File: config.mk
export PLATFORM = sky130hd
export DESIGN_NAME = ofdm_frame_ctrl
export DESIGN_NICKNAME = d
export VERILOG_FILES = /design/src/rtl/ofdm_frame_ctrl_pkg.sv /design/src/rtl/ofdm_seq_cnt.sv /design/src/rtl/ofdm_frame_ctrl.sv
export SDC_FILE = /design/constraint.sdc
export NUM_CORES = 1
export LEC_CHECK = 0
export BUFFER_PORTS_ARGS = -buffer_cell sky130_fd_sc_hd__buf_2
export CORE_MARGIN = 5
export CORE_UTILIZATION = 35
export CTS_BUF_LIST = sky130_fd_sc_hd__clkbuf_4 sky130_fd_sc_hd__clkbuf_8 sky130_fd_sc_hd__clkbuf_16
export DETAILED_ROUTE_END_ITERATION = 7
export HOLD_SLACK_MARGIN = 0.15
export PLACE_DENSITY_LB_ADDON = 0.1
export SYNTH_ARGS = -nofsm -noshare
export SYNTH_HDL_FRONTEND = slang
export SYNTH_SLANG_ARGS = --single-unit
File: constraint.sdc
create_clock -name clock -period 2.17 [get_ports clock]
set_input_delay 0.217 -clock clock [delete_from_list [all_inputs] [get_ports clock]]
set_output_delay 0.217 -clock clock [all_outputs]
set_load 0.005 [all_outputs]
File: src/rtl/ofdm_frame_ctrl_pkg.sv
// rtl/ofdm_frame_ctrl_pkg.sv - state encoding and default geometry for the OFDM frame sequencer
package ofdm_frame_ctrl_pkg;

    localparam int DEF_N_FFT  = 64;
    localparam int DEF_CP_LEN = 16;
    localparam int DEF_SYMS   = 8;
    localparam int DEF_GAP    = 4;
    localparam int DEF_ADDR_W = 6;

    typedef enum logic [2:0] {
        IDLE     = 3'd0,
        WAIT_SYM = 3'd1,
        CP       = 3'd2,
        BODY     = 3'd3,
        GAP      = 3'd4
    } state_t;

endpackage

File: src/rtl/ofdm_seq_cnt.sv
// rtl/ofdm_seq_cnt.sv - loadable modulo-MOD counter with terminal-count flag
module ofdm_seq_cnt #(
    parameter int WIDTH = 6,
    parameter int MOD   = 64
) (
    input  logic             clock,
    input  logic             reset,
    input  logic             load,
    input  logic [WIDTH-1:0] load_val,
    input  logic             inc,
    output logic [WIDTH-1:0] count,
    output logic             tc
);

    localparam logic [WIDTH-1:0] LAST = WIDTH'(MOD - 1);

    assign tc = (count == LAST);

    always_ff @(posedge clock or negedge reset) begin
        if (!reset) begin
            count <= '0;
        end else if (load) begin
            count <= load_val;
        end else if (inc) begin
            count <= tc ? '0 : count + WIDTH'(1);
        end
    end

endmodule

File: src/rtl/ofdm_frame_ctrl.sv
// rtl/ofdm_frame_ctrl.sv - OFDM frame sequencer: CP + body readout, sop/eop, inter-frame gap
// Optional UNDERRUN_CNT_EN adds a saturating underrun cycle counter output.
module ofdm_frame_ctrl
    import ofdm_frame_ctrl_pkg::*;
#(
    parameter int N_FFT          = DEF_N_FFT,
    parameter int CP_LEN         = DEF_CP_LEN,
    parameter int SYMS_PER_FRAME = DEF_SYMS,
    parameter int GAP_LEN        = DEF_GAP,
    parameter int ADDR_W         = DEF_ADDR_W
) (
    input  logic              clock,
    input  logic              reset,
    input  logic              enable,
    input  logic              ready_in,
    input  logic              sym_rdy,
`ifdef UNDERRUN_CNT_EN
    output logic [15:0]       underrun_cnt,
`endif
    output logic              buf_rd,
    output logic [ADDR_W-1:0] buf_addr,
    output logic              sym_done,
    output logic              valid_OFDM,
    output logic              sop,
    output logic              eop,
    output logic [7:0]        sym_idx,
    output logic              frame_busy
);

    localparam int GAP_W = (GAP_LEN < 2) ? 1 : $clog2(GAP_LEN);
    localparam logic [ADDR_W-1:0] START = (CP_LEN == 0) ? '0 : ADDR_W'(N_FFT - CP_LEN);
    localparam state_t FIRST_ST = (CP_LEN == 0) ? BODY : CP;

    state_t            state, state_nxt;
    logic [ADDR_W-1:0] addr;
    logic              addr_tc, addr_load;
    logic [GAP_W-1:0]  gap_cnt_unused;
    logic              gap_tc, gap_load, gap_inc;
    logic              rd_issue, last_sym, end_body, first_rd;
    logic              sop_rd, eop_rd;

    ofdm_seq_cnt #(.WIDTH(ADDR_W), .MOD(N_FFT)) u_addr_cnt (
        .clock    (clock),
        .reset    (reset),
        .load     (addr_load),
        .load_val (START),
        .inc      (rd_issue),
        .count    (addr),
        .tc       (addr_tc)
    );

    ofdm_seq_cnt #(.WIDTH(GAP_W), .MOD(GAP_LEN)) u_gap_cnt (
        .clock    (clock),
        .reset    (reset),
        .load     (gap_load),
        .load_val ('0),
        .inc      (gap_inc),
        .count    (gap_cnt_unused),
        .tc       (gap_tc)
    );

    assign last_sym   = (sym_idx == 8'(SYMS_PER_FRAME - 1));
    assign end_body   = (state == BODY) && rd_issue && addr_tc;
    assign first_rd   = (state == FIRST_ST) && (addr == START);
    assign frame_busy = (state != IDLE);

    always_ff @(posedge clock or negedge reset) begin
        if (!reset) begin
            state <= IDLE;
        end else begin
            state <= state_nxt;
        end
    end

    // CP ends at address N_FFT-1 and wraps into body address 0, so one
    // terminal-count flag closes both the CP and the body phases.
    always_comb begin
        state_nxt = state;
        rd_issue  = 1'b0;
        addr_load = 1'b0;
        gap_load  = 1'b0;
        gap_inc   = 1'b0;
        case (state)
            IDLE: begin
                if (enable) state_nxt = WAIT_SYM;
            end
            WAIT_SYM: begin
                if (sym_rdy && !sym_done) begin
                    state_nxt = FIRST_ST;
                    addr_load = 1'b1;
                end
            end
            CP: begin
                rd_issue = ready_in;
                if (ready_in && addr_tc) state_nxt = BODY;
            end
            BODY: begin
                rd_issue = ready_in;
                if (ready_in && addr_tc) begin
                    if (last_sym) begin
                        state_nxt = GAP;
                        gap_load  = 1'b1;
                    end else begin
                        state_nxt = WAIT_SYM;
                    end
                end
            end
            GAP: begin
                gap_inc = 1'b1;
                if (gap_tc) state_nxt = enable ? WAIT_SYM : IDLE;
            end
            default: state_nxt = IDLE;
        endcase
    end

    always_ff @(posedge clock or negedge reset) begin
        if (!reset) begin
            buf_rd     <= 1'b0;
            buf_addr   <= '0;
            sop_rd     <= 1'b0;
            eop_rd     <= 1'b0;
            sym_done   <= 1'b0;
            valid_OFDM <= 1'b0;
            sop        <= 1'b0;
            eop        <= 1'b0;
            sym_idx    <= '0;
        end else begin
            buf_rd     <= rd_issue;
            sop_rd     <= rd_issue && first_rd;
            eop_rd     <= end_body && last_sym;
            sym_done   <= end_body;
            valid_OFDM <= buf_rd;
            sop        <= sop_rd;
            eop        <= eop_rd;
            if (rd_issue) buf_addr <= addr;
            if (end_body) sym_idx <= last_sym ? 8'd0 : sym_idx + 8'd1;
        end
    end

`ifdef UNDERRUN_CNT_EN
    always_ff @(posedge clock or negedge reset) begin
        if (!reset) begin
            underrun_cnt <= '0;
        end else if ((state == WAIT_SYM) && !sym_rdy && (sym_idx != 8'd0)
                     && (underrun_cnt != 16'hFFFF)) begin
            underrun_cnt <= underrun_cnt + 16'd1;
        end
    end
`endif

endmodule

Word level (Yosys, flattened, before mapping)
Index checks and enable logic that the tools add are counted.
Storage, ports and cells
  logic and storage cells: 64
  register bits: 32
  output and inout bits: 20
  input bits: 5
Cells by class
  $add $sub $neg: 3
  eq/ne operators: 13
  reductions and logical operators: 14
  multiplexer cells: 22
Operators with widths (count)
  3-bit two-way mux: 6
  6-bit two-way mux: 3
  3-bit one-hot mux with 5 select lines: 1
  6-bit == test, second input constant: 2
  8-bit by 1-bit adder with 8-bit output, second input constant: 1
  8-bit by 3-bit == test with 1-bit output, second input constant: 1
  1-bit two-way mux: 8
  8-bit two-way mux: 1
  1-bit logical AND: 7
  6-bit by 1-bit adder with 6-bit output, second input constant: 1
  3-bit by 2-bit == test with 1-bit output, second input constant: 2
  2-bit two-way mux: 3
  2-bit by 1-bit inequality test with 1-bit output, second input constant: 3
  5-bit AND reduction: 1
  2-bit inequality test, second input constant: 2
  2-bit nonzero test: 2
  3-bit by 1-bit == test with 1-bit output, second input constant: 1
  3-bit == test, second input constant: 1
  3-bit logical NOT: 1
  3-bit nonzero test: 1
  2-bit by 1-bit adder with 2-bit output, second input constant: 1
  2-bit == test, second input constant: 1
  2-bit OR reduction: 1
  1-bit logical NOT: 1

Depth between registers and ports, before layout
Gate-level depths: netlist (run 1).
  depth after elaboration: 6
  mapped depth: 6
  mapped depth without buffers: 5

Modules after synthesis
From an unflattened synthesis (run 1), not the netlist that was laid out.
Second synthesis, totals
  cells, all modules: 137
  area total of the unflattened synthesis: 1502.7 um^2
Modules (own cells, without submodules)
  ofdm_frame_ctrl: cells an instance 86, area each 1014.7 um^2, instances 1, sequential area each 600.6 um^2
  ofdm_seq_cnt at u_addr_cnt: cells an instance 41, area each 372.9 um^2, instances 1, sequential area each 150.1 um^2
  ofdm_seq_cnt at u_gap_cnt: cells an instance 10, area each 115.1 um^2, instances 1, sequential area each 50.0 um^2

Least setup slack after synthesis (run 1)
OpenSTA, ideal clock, no wires.
  kind: reg-to-reg
  start point: register u_addr_cnt.count[0]
  end point: register sym_idx[3]
  stages on the path, launching flop included: 6
  clock period less this slack: 1510 ps
  library setup time: 127 ps
  data required time: 2043 ps
  arrival time: 1382 ps
  buffers on the path: 0
  path slack: 660 ps
  cells stage by stage: dfrtp_1 ha_1 nand4_4 nor3_4 nand4_1 mux2_1
Between the ends
  word-level cells in the longest chain between the ends: 2
RTL lines
  start: declaration: line ofdm_seq_cnt.sv:11  | output logic [WIDTH-1:0] count,
  start signal: assignment: line ofdm_seq_cnt.sv:23  | count <= load_val;
  start signal: assignment: line ofdm_seq_cnt.sv:25  | count <= tc ? '0 : count + WIDTH'(1);
  6-bit == test: line ofdm_seq_cnt.sv:17  | assign tc = (count == LAST);
  1-bit logical AND: line ofdm_frame_ctrl.sv:63  | assign end_body = (state == BODY) && rd_issue && addr_tc;
  end signal: assignment: line ofdm_frame_ctrl.sv:136  | if (end_body) sym_idx <= last_sym ? 8'd0 : sym_idx + 8'd1;
  end: declaration: line ofdm_frame_ctrl.sv:26  | output logic [7:0] sym_idx,
Every way passes these cells.
A chain may end at the register's enable or synchronous reset.

Worst setup path after layout (run 1)
  start point: register state[2]
  end point: register u_addr_cnt.count[5]
Between the ends
  word-level cells in the longest chain between the ends: 4
  elaborated cells between the ends (all ways): 8
  classes of those cells: eq/ne: 3; mux: 3; reduce/logical: 2
RTL lines
  start: declaration: line ofdm_frame_ctrl.sv:34  | state_t state, state_nxt;
  start signal: assignment: line ofdm_frame_ctrl.sv:71  | state <= state_nxt;
  3-bit by 2-bit == test with 1-bit output: line ofdm_frame_ctrl.sv:83  | case (state)
  2-bit OR reduction (no line)
  1-bit two-way mux: line ofdm_frame_ctrl.sv:83
  2-bit nonzero test (no line)
Parallel ways exist; a longest one is shown, timed or not.

==> out/qor.yml, run 1 <==
floorplan:
  initial_core_util: 0.361
  die_y_um: 77.2
  core.rowCount: 24
  die_x_um: 77.2
  dieArea_um2: 5960
  ioPinCount: 25
  core_um2: 4380
hold_path:
  worstHoldPathCells: 3
  hold_class: "in -> reg"
  hold_end: "state[0]"
  min_from: "enable"
sta:
  tns_ps: 0
  period_share: 0.764
  fin_crit_ps: 1660
  rsz0062_at_grt: "false"
  max_freq_mhz: 603
  hold_violations: 0
  worstMarginPinSlew_ps: 711
  clock_skew_ps: 7.63
  setup_viol: 0
  slew_violations: 0
  slew_headroom: 0.526
  fin_ws_ps: 513
cells_and_area:
  fin_area_um2: 1820
  fill_cells: 438
  utilization: 0.415
  multi_input_area_um2: 697
  nets: 184
  mostFrequentLayoutCell: "dfrtp_1"
  seq_area_um2: 801
  antennaDiodeCount: 0
  final_cell_mix: "32 x dfrtp_1, 25 x nand2_1, 24 x buf_2"
  syn2layout_area_growth_pct: 15.1
  drive_gt1_frac: 0.267
pwr:
  powerDensity_nw_per_um2: 1050
  ir_drop_v: 0.000378
  power_w: 0.00190
  p_leak_nw: 0.872
logic_synthesis:
  ys_seq_elements: 32
  avgSynthCellArea_um2: 10.6
  syn_inst: 149
  syn-num-nets: 158
  synth_flop_cell: "dfrtp_1"
  yosysSeqAreaShare: 0.506
  synth_edf_count: 0
  async_reset_ff_frac: 1.00
  synth_cell_types: 44
  yosys.area.top_type: "dfrtp_1"
  synthesis.area_um2: 1580
  ys_warn_count: 0
  synth.top_cells.by_area: "dfrtp_1 51%, nand2_1 5.9%, ha_1 3.2%"
  synth.top_cell.area_share: 0.506
global_routing:
  grtUsageTotal: 0.113
  antenna_found_initial: 0
  grt_overflow_total: 0
  grt_pass1_wl_um: 5530
  grt_pass1_vias: 1105
  grt_max_degree: 33
critical_path:
  startpoint_type: "flip-flop"
  r2r-end: "u_addr_cnt.count[5]"
  worstPathMaxFanout: 15
  reg2reg_setup_slack_ps: 510
  crit_path_end_kind: "flip-flop"
  critPathKind: "reg -> reg"
  r2r_start: "state[2]"
  worst_ep_required_time_ps: 2340
  r2r_cells: 3
  critPathArrivalTime_ps: 1820
clocking:
  clk_pin_slew_worst_paths_ps: 70
  cts_tree: "yes"
  cts_max_level: 2
  ctsResizeCount: 0
  clockBufferDepth: 2
  clock_latency_ps: 280
  clock_sinks: 32
  numCtsBuffers: 5
  root_buffer: "clkbuf_8"
drt:
  via_count: 1160
  wl_per_cell_um: 13.8
  first_iter_violations: 64
  drc_errors: 0
  via_per_inst: 5.09
  wirelength_um: 3160
  ant_nets: 0
  firstDrtPassIters: 4
placement:
  io_buffers: 24
  pre_cts_slack_ps: 500
  routabilityCongestion: 0.821
  hpwl_um: 2250
  placed_cell_area_um2: 1710
status:
  status: "complete, no violations"
job:
  drv_cap: 0
==> final cells by class <==
type                            count  share of cell area
Timing Repair Buffer               26              0.0756
Inverter                            6              0.0124
Multi-Input combinational cell    104               0.383
Sequential cell                    32               0.440
Clock buffer                        8              0.0536
Tap cell                           52              0.0357
==> kinds of logic after synthesis <==
kind of cell    count (synthesis)  synth area share
compound gates                 22            0.0942
xor+xnor                        7            0.0388
fa+ha+maj                       4            0.0316
buf+inv                        13            0.0530
flops                          32             0.506
mux                             1           0.00712
simple gates                   70             0.269
==> flip-flops by register name, indices dropped and copies added (netlist names) <==
| signal | flops |
|---|---|
| eop | 1 |
| state | 3 |
| valid_OFDM | 1 |
| sop | 1 |
| buf_rd | 1 |
| u_gap_cnt.count | 2 |
| buf_addr | 6 |
| sym_idx | 8 |
| eop_rd | 1 |
| u_addr_cnt.count | 6 |
| sop_rd | 1 |
| sym_done | 1 |
==> stage by stage <==
step,instances,hold slack (ps)
3_5_place_dp,219,324
6_report,228,242
5_1_grt,228,247
4_1_cts,228,229
2_1_floorplan,149,-78.6
3_3_place_gp,219,307
==> synth_stat cells, drive strengths merged (3+ instances only) <==
library cell and number:
buf 6, nand3b 3, nand2 26, a31oi 3
ha 4, a21oi 5, xnor2 5, nor4 3
dfrtp 32, nand3 5, o21ai 6, inv 6
nand4 8, nor2 11
==> power by group <==
group          switching, W  internal (W)  total (W)
registers          0.000196      0.000734   0.000929
logic              0.000271      0.000216   0.000487
clock network      0.000205      0.000283   0.000488
==> worst max path at each step <==
| stage | end | slack [ps] | cells past startpoint | startpoint |
|---|---|---|---|---|
| detailed placement | u_addr_cnt.count[5] | 500 | 3 | state[2] |
| global placement | sym_idx[3] | 520 | 5 | u_addr_cnt.count[0] |
| CTS | u_addr_cnt.count[5] | 500 | 3 | state[2] |
| finish | u_addr_cnt.count[5] | 510 | 3 | state[2] |
| floorplan | sym_idx[3] | 660 | 5 | u_addr_cnt.count[0] |
| global route | sym_idx[7] | 330 | 6 | u_addr_cnt.count[0] |
==> critical path: stages, from the launching register on <==
cell and delay [ps]:
dfrtp_1 480, nand3b_2 430, a211o_1 350, a211o_1 280
==> timing repair <==
| action | in CTS | in global routing |
|---|---|---|
| buffers inserted | 0 | 0 |
| hold buffers | 1 | 0 |
| endpoints found under the hold margin | 32 | 0 |
==> routing by layer <==
layer  part of all wire  vias up  GRT usage
li1                   -      580          -
met1               0.51      540      0.173
met2               0.41       35      0.144
met3              0.059        5     0.0351
met4              0.013        0     0.0464
met5                  0        -          0
Note: power is estimated with default switching activity, not from simulation.
==> run 2, diff against run 1 <==
- ABC_AREA: default -> 1
- clock period: 2.17 -> 1.6 ns (I/O delays scaled with it)
==> run 2 against run 1 <==
Effect of this change:
- cell area increased by 5.2%
- register-to-register slack got worse by 330 ps
- synthesized area increased by 3.1%
- largest power group unchanged
==> out/qor.yml, run 2 <==
floorplan:
  core_um2: 4440
  initial_core_util: 0.367
  dieArea_um2: 6120
  core.rowCount: 24
  die_x_um: 78.3
  die_y_um: 78.3
  ioPinCount: 25
pwr:
  p_comb_frac: 0.320
  pwr-share-seq: 0.443
  p_leak_nw: 1.01
  ir_drop_v: 0.000330
  p_sw_w: 0.00100
  power_frac_clock: 0.237
  p_sw_frac: 0.372
  powerDensity_nw_per_um2: 1410
  internal_power_w: 0.00169
logic_synthesis:
  syn_inst: 200
  synth.top_cell.area_share: 0.491
  synth.top_cells.by_area: "dfrtp_1 49%, nand2_1 12%, nand3_1 5.8%"
  ys_seq_elements: 32
  yosys.area.top_type: "dfrtp_1"
  yosysMostFrequentCell: "nand2_1"
  yosysSeqAreaShare: 0.491
  synth_flop_cell: "dfrtp_1"
  async_reset_ff_frac: 1.00
  avgSynthCellArea_um2: 8.15
  synth_edf_count: 0
  synth_cell_types: 26
  syn-num-nets: 209
  synthesis.area_um2: 1630
  ys_warn_count: 0
  synth_common_cells: "51 x nand2_1, 32 x dfrtp_1, 25 x nor2_1"
global_routing:
  grtUsageTotal: 0.123
  grt_pass1_vias: 1287
  grt_pass1_wl_um: 5980
  grt_overflow_total: 0
  grt_max_degree: 33
  antenna_found_initial: 0
drt:
  first_iter_violations: 69
  firstDrtPassIters: 4
  drc_errors: 0
  via_count: 1308
  ant_nets: 0
  via_per_inst: 4.61
  wirelength_um: 3430
  wl_per_cell_um: 12.1
critical_path:
  cp_slowest_stage_delay_ps: 390
  critPathKind: "reg -> reg"
  path_cells: "ha_1 -> nand3_1 -> nor2_4 -> nand2_2 -> nand2_1 -> nand2_1 -> nand2_1 -> nand2_1"
  critPathArrivalTime_ps: 1590
  worstPathMaxFanout: 5
  slowest_stage: "dfrtp_1"
  worst_ep_required_time_ps: 1770
  crit_top_cell: "nand2_1"
  startpoint_type: "flip-flop"
  crit_path_end_kind: "flip-flop"
clocking:
  post-cts-setup-buffer-count: 0
  cts_max_level: 2
  clockBufferDepth: 2
  clock_sinks: 32
  clock_latency_ps: 280
  clk_pin_slew_worst_paths_ps: 70
  numCtsBuffers: 5
  cts_hold_buf: 1
  root_buffer: "clkbuf_8"
  ctsResizeCount: 0
  cts_tree: "yes"
sta:
  rsz0062_at_grt: "false"
  max_freq_mhz: 704
  slew_violations: 0
  period_share: 0.887
  setup_viol: 0
  fin_crit_ps: 1420
  holdWs_ps: 185
  worstMarginPinSlew_ps: 418
  tns_ps: 0
  hold_violations: 0
  clock_skew_ps: 2.84
  slew_headroom: 0.721
placement:
  routabilityCongestion: 0.834
  dp_cells: 275
  hpwl_um: 2550
  io_buffers: 24
cells_and_area:
  final_cell_mix: "51 x nand2_1, 32 x dfrtp_1, 25 x nor2_1"
  regMostFlops: "sym_idx"
  top_regs: "sym_idx: 8 flops, buf_addr: 6 flops, u_addr_cnt.count: 6 flops"
  fill_cells: 478
  syn2layout_area_growth_pct: 17.4
  mostFrequentLayoutCell: "nand2_1"
  nets: 240
  drive_gt1_frac: 0.211
  antennaDiodeCount: 0
  largest_reg_flops: 8
  final_cells: 284
hold_path:
  hold_class: "in -> reg"
job:
  drv_cap: 0
status:
  status: "complete, no violations"
-- run 2: changes by cell type after synthesis, moves of 5 or more --
cell	previous run	this run
nand2_1	25	51
inv_1	5	22
nand3_1	5	19
nor2_1	11	25
o21ai_0	4	11
xnor2_1	5	0
-- run 2: final cells by class --
cell class | instances | area, um2 | area share
Timing Repair Buffer | 27 | 145 | 0.0758
Multi-Input combinational cell | 140 | 714 | 0.373
Inverter | 25 | 96.3 | 0.0503
Tap cell | 52 | 65.1 | 0.0340
Sequential cell | 32 | 801 | 0.418
Clock inverter | 2 | 10.0 | 0.00523
Clock buffer | 6 | 82.6 | 0.0431
-- run 2: cells by family (layout without fill, tap and decap cells) --
group / after synthesis / after routing / share of synthesized area
simple gates: 116 / 116 / 0.336
flops: 32 / 32 / 0.491
buf+inv: 28 / 60 / 0.0706
compound gates: 18 / 18 / 0.0599
fa+ha+maj: 4 / 4 / 0.0307
xor+xnor: 1 / 1 / 0.00537
mux: 1 / 1 / 0.00614
-- run 2: power groups by stage --
stage                     Sequential, W  Combinational (W)  Clock (W)
after floorplan                 0.00119           0.000601          0
after global placement          0.00121           0.000878          0
after detailed placement        0.00121           0.000878          0
after CTS                       0.00120           0.000883   0.000663
after global routing            0.00123           0.000995   0.000706
final                           0.00119           0.000861   0.000637
-- run 2: worst paths after layout --
kind	startpoint	end	slack, ps	cells after the start
max	u_addr_cnt.count[0]	state[0]	180	8
min	ready_in	sop_rd	190	3
max reg2reg	u_addr_cnt.count[0]	state[0]	180	8
min reg2reg	sop_rd	sop	350	0
max in group asynchronous	reset	u_addr_cnt.count[0]	860	3
min in group asynchronous	reset	buf_addr[3]	430	3
-- run 2: worst max-delay path: cells and delay by family, from the launching register on --
kind	cells	cell delay, ps
DFF	1	390
adders and majority gates	1	200
and+or+nand+nor	7	720
-- run 2: routing by layer --
| metal | global-route usage | wire [um] | up-vias |
|---|---|---|---|
| met1 | 0.164 | 1790 | 578 |
| met2 | 0.186 | 1440 | 27 |
| met5 | 0 | 0 | - |
| met4 | 0.0367 | 36 | 0 |
| met3 | 0.0446 | 166 | 4 |
| li1 | - | - | 699 |
-- run 2: through the flow --
step                      setup slack (ps)  total power (W)  area (um2)  utilization
final                                  181          0.00269        1910        0.431
after global placement                 223          0.00209        1810        0.408
after detailed placement               189          0.00209        1810        0.408
after CTS                              172          0.00274        1910        0.431
after floorplan                        301          0.00180        1630            -
after global routing                  42.4          0.00293        1910        0.431
